## src/rtl/bch_t12_parity_fold_engine.sv

```systemverilog
// DVB-S2 normal-frame BCH (t=12) parity engine: folds 24-bit words into a 192-bit remainder via a 24-row ROM.
// Optional build macro BCH_ZERO_SKIP_EN: words whose fold vector is zero bypass the ROM walk.
module bch_t12_parity_fold_engine #(
    parameter int PAR_W    = 192,
    parameter int WORD_W   = 24,
    parameter int ADDR_W   = 5,
    parameter int OUT_WRDS = 8
) (
    input  logic              clk_1x,
    input  logic              rst_n,
    input  logic              in_valid,
    output logic              in_ready,
    input  logic [WORD_W-1:0] in_data,
    input  logic              in_sof,
    input  logic              in_eof,
    output logic              out_valid,
    input  logic              out_ready,
    output logic [WORD_W-1:0] out_data,
    output logic              out_last,
    output logic              rom_rd_en,
    output logic [ADDR_W-1:0] rom_rdaddr,
    input  logic [PAR_W-1:0]  rom_rd_q,
    output logic              busy
);

    localparam int                CNT_W     = $clog2(OUT_WRDS);
    localparam logic [ADDR_W-1:0] LAST_ADDR = ADDR_W'(WORD_W - 1);
    localparam logic [CNT_W-1:0]  LAST_CNT  = CNT_W'(OUT_WRDS - 1);

    typedef enum logic [1:0] {
        S_IDLE,
        S_FOLD,
        S_DRAIN,
        S_OUT
    } state_t;

    state_t state, state_nxt;

    logic [PAR_W-1:0]  r;
    logic [PAR_W-1:0]  acc;
    logic [PAR_W-1:0]  acc_fin;
    logic [PAR_W-1:0]  rb;
    logic [WORD_W-1:0] f;
    logic [WORD_W-1:0] f_nxt;
    logic [CNT_W-1:0]  cnt;
    logic [ADDR_W-1:0] addr;
    logic [ADDR_W-1:0] addr_p1;
    logic              vld_p1;
    logic              eof_flag;
    logic              accept;
    logic              out_fire;
    logic              zero_skip;

    function automatic logic [PAR_W-1:0] fold_term(input logic sel, input logic [PAR_W-1:0] row);
        return sel ? row : '0;
    endfunction

    function automatic logic [PAR_W-1:0] shift_word(input logic [PAR_W-1:0] v);
        return {v[PAR_W-WORD_W-1:0], {WORD_W{1'b0}}};
    endfunction

    assign accept   = in_valid && in_ready;
    assign out_fire = out_valid && out_ready;
    // A start-of-frame word folds against an empty remainder, discarding any partial frame.
    assign rb       = in_sof ? '0 : r;
    assign f_nxt    = rb[PAR_W-1 -: WORD_W] ^ in_data;
    assign acc_fin  = acc ^ fold_term(f[addr_p1], rom_rd_q);

`ifdef BCH_ZERO_SKIP_EN
    assign zero_skip = (f_nxt == '0);
`else
    assign zero_skip = 1'b0;
`endif

    always_ff @(posedge clk_1x) begin
        if (!rst_n) begin
            state <= S_IDLE;
        end else begin
            state <= state_nxt;
        end
    end

    always_comb begin
        state_nxt  = state;
        in_ready   = 1'b0;
        busy       = 1'b1;
        out_valid  = 1'b0;
        out_data   = '0;
        out_last   = 1'b0;
        rom_rd_en  = 1'b0;
        rom_rdaddr = addr;
        case (state)
            S_IDLE: begin
                in_ready = 1'b1;
                busy     = 1'b0;
                if (accept) begin
                    if (zero_skip) begin
                        state_nxt = in_eof ? S_OUT : S_IDLE;
                    end else begin
                        state_nxt = S_FOLD;
                    end
                end
            end
            S_FOLD: begin
                rom_rd_en = 1'b1;
                if (addr == LAST_ADDR) begin
                    state_nxt = S_DRAIN;
                end
            end
            S_DRAIN: begin
                state_nxt = eof_flag ? S_OUT : S_IDLE;
            end
            S_OUT: begin
                out_valid = 1'b1;
                out_data  = r[PAR_W-1 -: WORD_W];
                out_last  = (cnt == LAST_CNT);
                if (out_fire && (cnt == LAST_CNT)) begin
                    state_nxt = S_IDLE;
                end
            end
            default: state_nxt = S_IDLE;
        endcase
    end

    // Stage p1: ROM data returns one cycle after the address, tagged with that address.
    always_ff @(posedge clk_1x) begin
        if (!rst_n) begin
            r        <= '0;
            acc      <= '0;
            f        <= '0;
            cnt      <= '0;
            addr     <= '0;
            addr_p1  <= '0;
            vld_p1   <= 1'b0;
            eof_flag <= 1'b0;
        end else begin
            vld_p1  <= rom_rd_en;
            addr_p1 <= rom_rdaddr;
            case (state)
                S_IDLE: begin
                    if (accept) begin
                        f        <= f_nxt;
                        acc      <= '0;
                        eof_flag <= in_eof;
                        addr     <= '0;
                        r        <= zero_skip ? shift_word(rb) : rb;
                    end
                end
                S_FOLD: begin
                    addr <= (addr == LAST_ADDR) ? '0 : addr + 1'b1;
                    if (vld_p1) begin
                        acc <= acc_fin;
                    end
                end
                S_DRAIN: begin
                    acc <= acc_fin;
                    r   <= shift_word(r) ^ acc_fin;
                end
                S_OUT: begin
                    if (out_fire) begin
                        r   <= (cnt == LAST_CNT) ? '0 : shift_word(r);
                        cnt <= (cnt == LAST_CNT) ? '0 : cnt + 1'b1;
                    end
                end
                default: ;
            endcase
        end
    end

endmodule
```

## config.mk

```make
export PLATFORM = sky130hd
export DESIGN_NAME = bch_t12_parity_fold_engine
export DESIGN_NICKNAME = d
export VERILOG_FILES = /design/src/rtl/bch_t12_parity_fold_engine.sv
export SDC_FILE = /design/constraint.sdc
export NUM_CORES = 1
export LEC_CHECK = 0
export ABC_CLOCK_PERIOD_IN_PS = 3260
export BUFFER_PORTS_ARGS = -buffer_cell sky130_fd_sc_hd__buf_2
export CAP_MARGIN = 25
export CORE_ASPECT_RATIO = 1.2
export CORE_MARGIN = 8
export CORE_UTILIZATION = 50
export CTS_CLUSTER_DIAMETER = 150
export DETAILED_ROUTE_END_ITERATION = 8
export PLACE_DENSITY = 0.81
export REMOVE_ABC_BUFFERS = 1
export SLEW_MARGIN = 25
export SYNTH_ARGS = -nofsm -noshare
export SYNTH_HDL_FRONTEND = slang
export SYNTH_SLANG_ARGS = --single-unit
```

## constraint.sdc

```tcl
create_clock -name clk_1x -period 3.26 [get_ports clk_1x]
set_input_delay 0.489 -clock clk_1x [delete_from_list [all_inputs] [get_ports clk_1x]]
set_output_delay 0.489 -clock clk_1x [all_outputs]
set_load 0.02 [all_outputs]
```

==> results.txt <==
The highest attainable clock frequency came out at approximately 340 MHz. The core outline area is slightly below 60000 um^2. Entering global routing, the biggest net connects 193 pins. The post-route fraction of the period consumed by the critical path is 0.911. The maximum clock path buffer count is 3. The data arrival time of the worst path is approximately 3.4 ns. The worst setup path is captured at a flop. The total die area is 68000 um^2. The die span in y is 284 um. The weighted congestion at the end of routability-driven global placement is 0.852. The power per cell area is 578 nW/um^2. The global routing usage summed across all routing layers came out at 0.265.

The total standard cell area after synthesis is 29900 um^2. The post-CTS setup repair buffer count is 0. The synthesized design contains 425 register bits. Clock skew on the completed layout was measured at 0.0153 ns. The flow ran to the end, and the final reports show no timing, DRC or antenna violations.

The HPWL after detailed placement came out at 57700 um. The number of hold violations in the final report came to 0. The worst endpoint required time came out at 3.70 ns.

The initial antenna violation count is 27. The clock latency on the worst-skew pair came out at just under 0.6 ns. STA classifies the critical path startpoint as a flop. The worst hold path belongs to the class in -> reg. The final worst setup slack is 0.291 ns.

The mean instance size in the synthesized netlist is 7.50 um^2. The net count of the finished layout is 4176. The number of rows created at floorplan is 98. The initial utilization of the core area, before any placement, comes to 0.503. Setup repair after global routing left no endpoint under its margin. The post-cts repair resize count is 0. The detailed-route via count came out at 31600. The final routed DRC violation total is 0. The share of the Yosys chip area taken by registers is 0.284. Of the post-synthesis cell area, the dominant cell type holds 0.284. The worst setup path is of the reg -> reg kind. The aggregate global routing overflow is 0. In the final layout, the share of cells above drive strength 1 is 0.107.

In the synthesized netlist the dominant register cell turns out to be sky130_fd_sc_hd__dfxtp_1. Yosys mapped a number of flops with a built-in enable equal to 0. The share of async-settable or async-resettable flops after synthesis is 0. The clock period minus final worst setup slack is 2.97 ns. The width of the chip is around 240 um. Of all cell types, the one taking the most synthesized area is sky130_fd_sc_hd__dfxtp_1.

The total length of routed wires came out at 95600 um. Of the total synthesized cell area, the portion taken by full adders, half adders and majority gates is 0.00293. The post-synthesis compound-gate area fraction came out at 0.375. Buffers placed on the I/O ports in this run total 255. After clock tree synthesis, the clock-pin slew on the worst setup and hold paths is 0.06 ns.

The average vias per placed instance is 6.58. At the pin with the least slew margin, the transition time is between 1 and 1.5 ns. Hold repair after CTS inserted 0 buffers. After synthesis, the netlist uses 50 different library cells.

The first TritonRoute pass finished after 6 iterations. The post-layout total power is 19.1 mW. By area, the combinational part of the netlist is dominated by compound AO/OA/AOI/OAI gates. Clock tree synthesis found a total of 425 sinks.

The number of instances in the placed design came out at about 4700. The detailed router finished its first iteration with 3136 violations. The H-tree level count came out at 2. The worst-case headroom to the max-slew limit came out at 0.249. The total leakage power is 12.1 nW. In this run the worst path has a maximum fanout of 60. The count of filler cells inserted in the layout came out at 5327. The simple-gate share of the synthesized area came out at 0.173.

The area added between synthesis and finish is 10.4%. The worst setup slack before clock tree synthesis is ~0.38 ns. Pin placement for this block handled between 200 and 300 I/O pins. The number of CTS-inserted buffers came out at 46. Synthesis produced a netlist whose cell count is around 4000. By area the synthesized netlist is led by sky130_fd_sc_hd__dfxtp_1 (28%), sky130_fd_sc_hd__o211ai_1 (12%), sky130_fd_sc_hd__o311ai_0 (8.1%), sky130_fd_sc_hd__nor2_1 (5.0%), sky130_fd_sc_hd__nand2_1 (5.0%). The clock tree from TritonCTS is built. The number of slew-limit violations in the final report came out at 0. The detail route stage leaves a number of antenna-violating nets equal to 0. The first global-routing pass estimated roughly 150000 um of wire.

The number of failing setup endpoints in the final timing report came out at 0. The maximum ir drop on the vdd rail is 0.851 mV. The clock root buffer is sky130_fd_sc_hd__clkbuf_16. The via count of the first global-routing pass came out at 29300.

The post-route non-filler standard cell count came out at between 4000 and 5000. The per-cell routed wire length is 19.9 um. The post-synthesis xor/xnor area fraction came out at 0.0562. The share of synthesized area spent on multiplexers is 0.00460. The total number of yosys warnings is 0. The max-capacitance violation count came out at 0.
==> synthesized netlist by cell type (49+ instances only) <==
| library cell | count |
|---|---|
| sky130_fd_sc_hd__o211ai_1 | 498 |
| sky130_fd_sc_hd__o21ai_0 | 166 |
| sky130_fd_sc_hd__o311ai_0 | 276 |
| sky130_fd_sc_hd__nand2_1 | 395 |
| sky130_fd_sc_hd__nand4_1 | 49 |
| sky130_fd_sc_hd__dfxtp_1 | 425 |
| sky130_fd_sc_hd__o311ai_1 | 84 |
| sky130_fd_sc_hd__clkbuf_1 | 345 |
| sky130_fd_sc_hd__and3_1 | 144 |
| sky130_fd_sc_hd__nor2_1 | 397 |
| sky130_fd_sc_hd__a211oi_1 | 165 |
| sky130_fd_sc_hd__inv_1 | 312 |
| sky130_fd_sc_hd__o31a_1 | 169 |
| sky130_fd_sc_hd__xnor2_1 | 168 |
==> routing by layer <==
metal	track usage	routed length, um	vias to the layer above
met5	0	87	-
met4	0.130	3490	16
met3	0.0447	7920	243
met2	0.423	44100	1456
met1	0.344	40000	15000
li1	-	-	14900
==> cell usage in the layout, fill, tap and decap left out, types with 25 or more instances in the layout <==
cell | synthesis | layout
sky130_fd_sc_hd__buf_4 | 8 | 45
sky130_fd_sc_hd__inv_1 | 312 | 312
sky130_fd_sc_hd__xnor2_1 | 168 | 168
sky130_fd_sc_hd__nor2b_1 | 32 | 31
sky130_fd_sc_hd__o211ai_1 | 498 | 498
sky130_fd_sc_hd__dfxtp_1 | 425 | 425
sky130_fd_sc_hd__nand2_1 | 395 | 394
sky130_fd_sc_hd__or3_1 | 28 | 28
sky130_fd_sc_hd__o31a_1 | 169 | 169
sky130_fd_sc_hd__and2_1 | 34 | 31
sky130_fd_sc_hd__o311ai_1 | 84 | 84
sky130_fd_sc_hd__nand4_1 | 49 | 49
sky130_fd_sc_hd__and3_1 | 144 | 141
sky130_fd_sc_hd__o311ai_0 | 276 | 276
sky130_fd_sc_hd__o21ai_0 | 166 | 166
sky130_fd_sc_hd__nand2b_1 | 29 | 29
sky130_fd_sc_hd__a211oi_1 | 165 | 165
sky130_fd_sc_hd__buf_12 | 0 | 38
sky130_fd_sc_hd__clkbuf_16 | 0 | 49
sky130_fd_sc_hd__buf_2 | 37 | 254
sky130_fd_sc_hd__nor2_1 | 397 | 395
sky130_fd_sc_hd__a32oi_1 | 26 | 25
sky130_fd_sc_hd__nor3_1 | 26 | 26
==> state kept, by name, indices dropped and copies added, names as in the netlist <==
register / flops
cnt: 3
state: 2
addr_p1: 5
vld_p1: 1
r: 192
f: 24
eof_flag: 1
acc: 192
rom_rdaddr: 5
==> worst max-delay path, cell delays in order, from the launching register on <==
cell	delay (ns)
sky130_fd_sc_hd__dfxtp_1	0.63
sky130_fd_sc_hd__mux2i_1	0.14
sky130_fd_sc_hd__a21oi_1	0.29
sky130_fd_sc_hd__and3_4	0.73
sky130_fd_sc_hd__buf_4	0.60
sky130_fd_sc_hd__o31a_1	0.25
sky130_fd_sc_hd__o211ai_1	0.10
==> cell type report <==
type / count / area [um^2] / area share
clock buffers: 74 / 1430 / 0.0433
flip-flops and latches: 425 / 8510 / 0.257
multi-input cells: 2823 / 18400 / 0.558
clock inverters: 10 / 75.1 / 0.00227
repair buffers: 338 / 2380 / 0.0720
well taps: 800 / 1000 / 0.0303
inverters: 313 / 1170 / 0.0355
diodes: 23 / 57.6 / 0.00174
==> worst paths after layout <==
path                   start       end  slack, ns  depth (start not counted)
hold reg to reg       cnt[2]    cnt[2]       0.46                          2
hold / removal        in_eof  eof_flag       0.15                          3
setup / recovery  addr_p1[1]     r[55]       0.29                          6
setup reg to reg  addr_p1[1]     r[55]       0.29                          6
==> per-stage QoR <==
stage / TNS [ns] / util / instance area, um^2 / hold slack [ns]
global placement: 0 / 0.530 / 31500 / 0.448
CTS: 0 / 0.555 / 33000 / 0.134
global route: 0 / 0.556 / 33000 / 0.178
detailed placement: 0 / 0.530 / 31500 / 0.454
finish: 0 / 0.556 / 33100 / 0.152
floorplan: -2774.88 / - / 28000 / 0.440
==> cell families after synthesis <==
| kind of cell | Yosys count |
|---|---|
| flops | 425 |
| mux | 12 |
| xor+xnor | 192 |
| compound gates | 1461 |
| fa+ha+maj | 7 |
| simple gates | 1151 |
| buf+inv | 742 |
==> report_power, final <==
part | switching [mW] | internal, mW | leakage, nW
sequential | 0.428 | 5.60 | 3.43
clock | 2.29 | 3.07 | 0.749
combinational | 5.65 | 2.07 | 7.93
No activity file was read; power rests on OpenSTA's default activity.
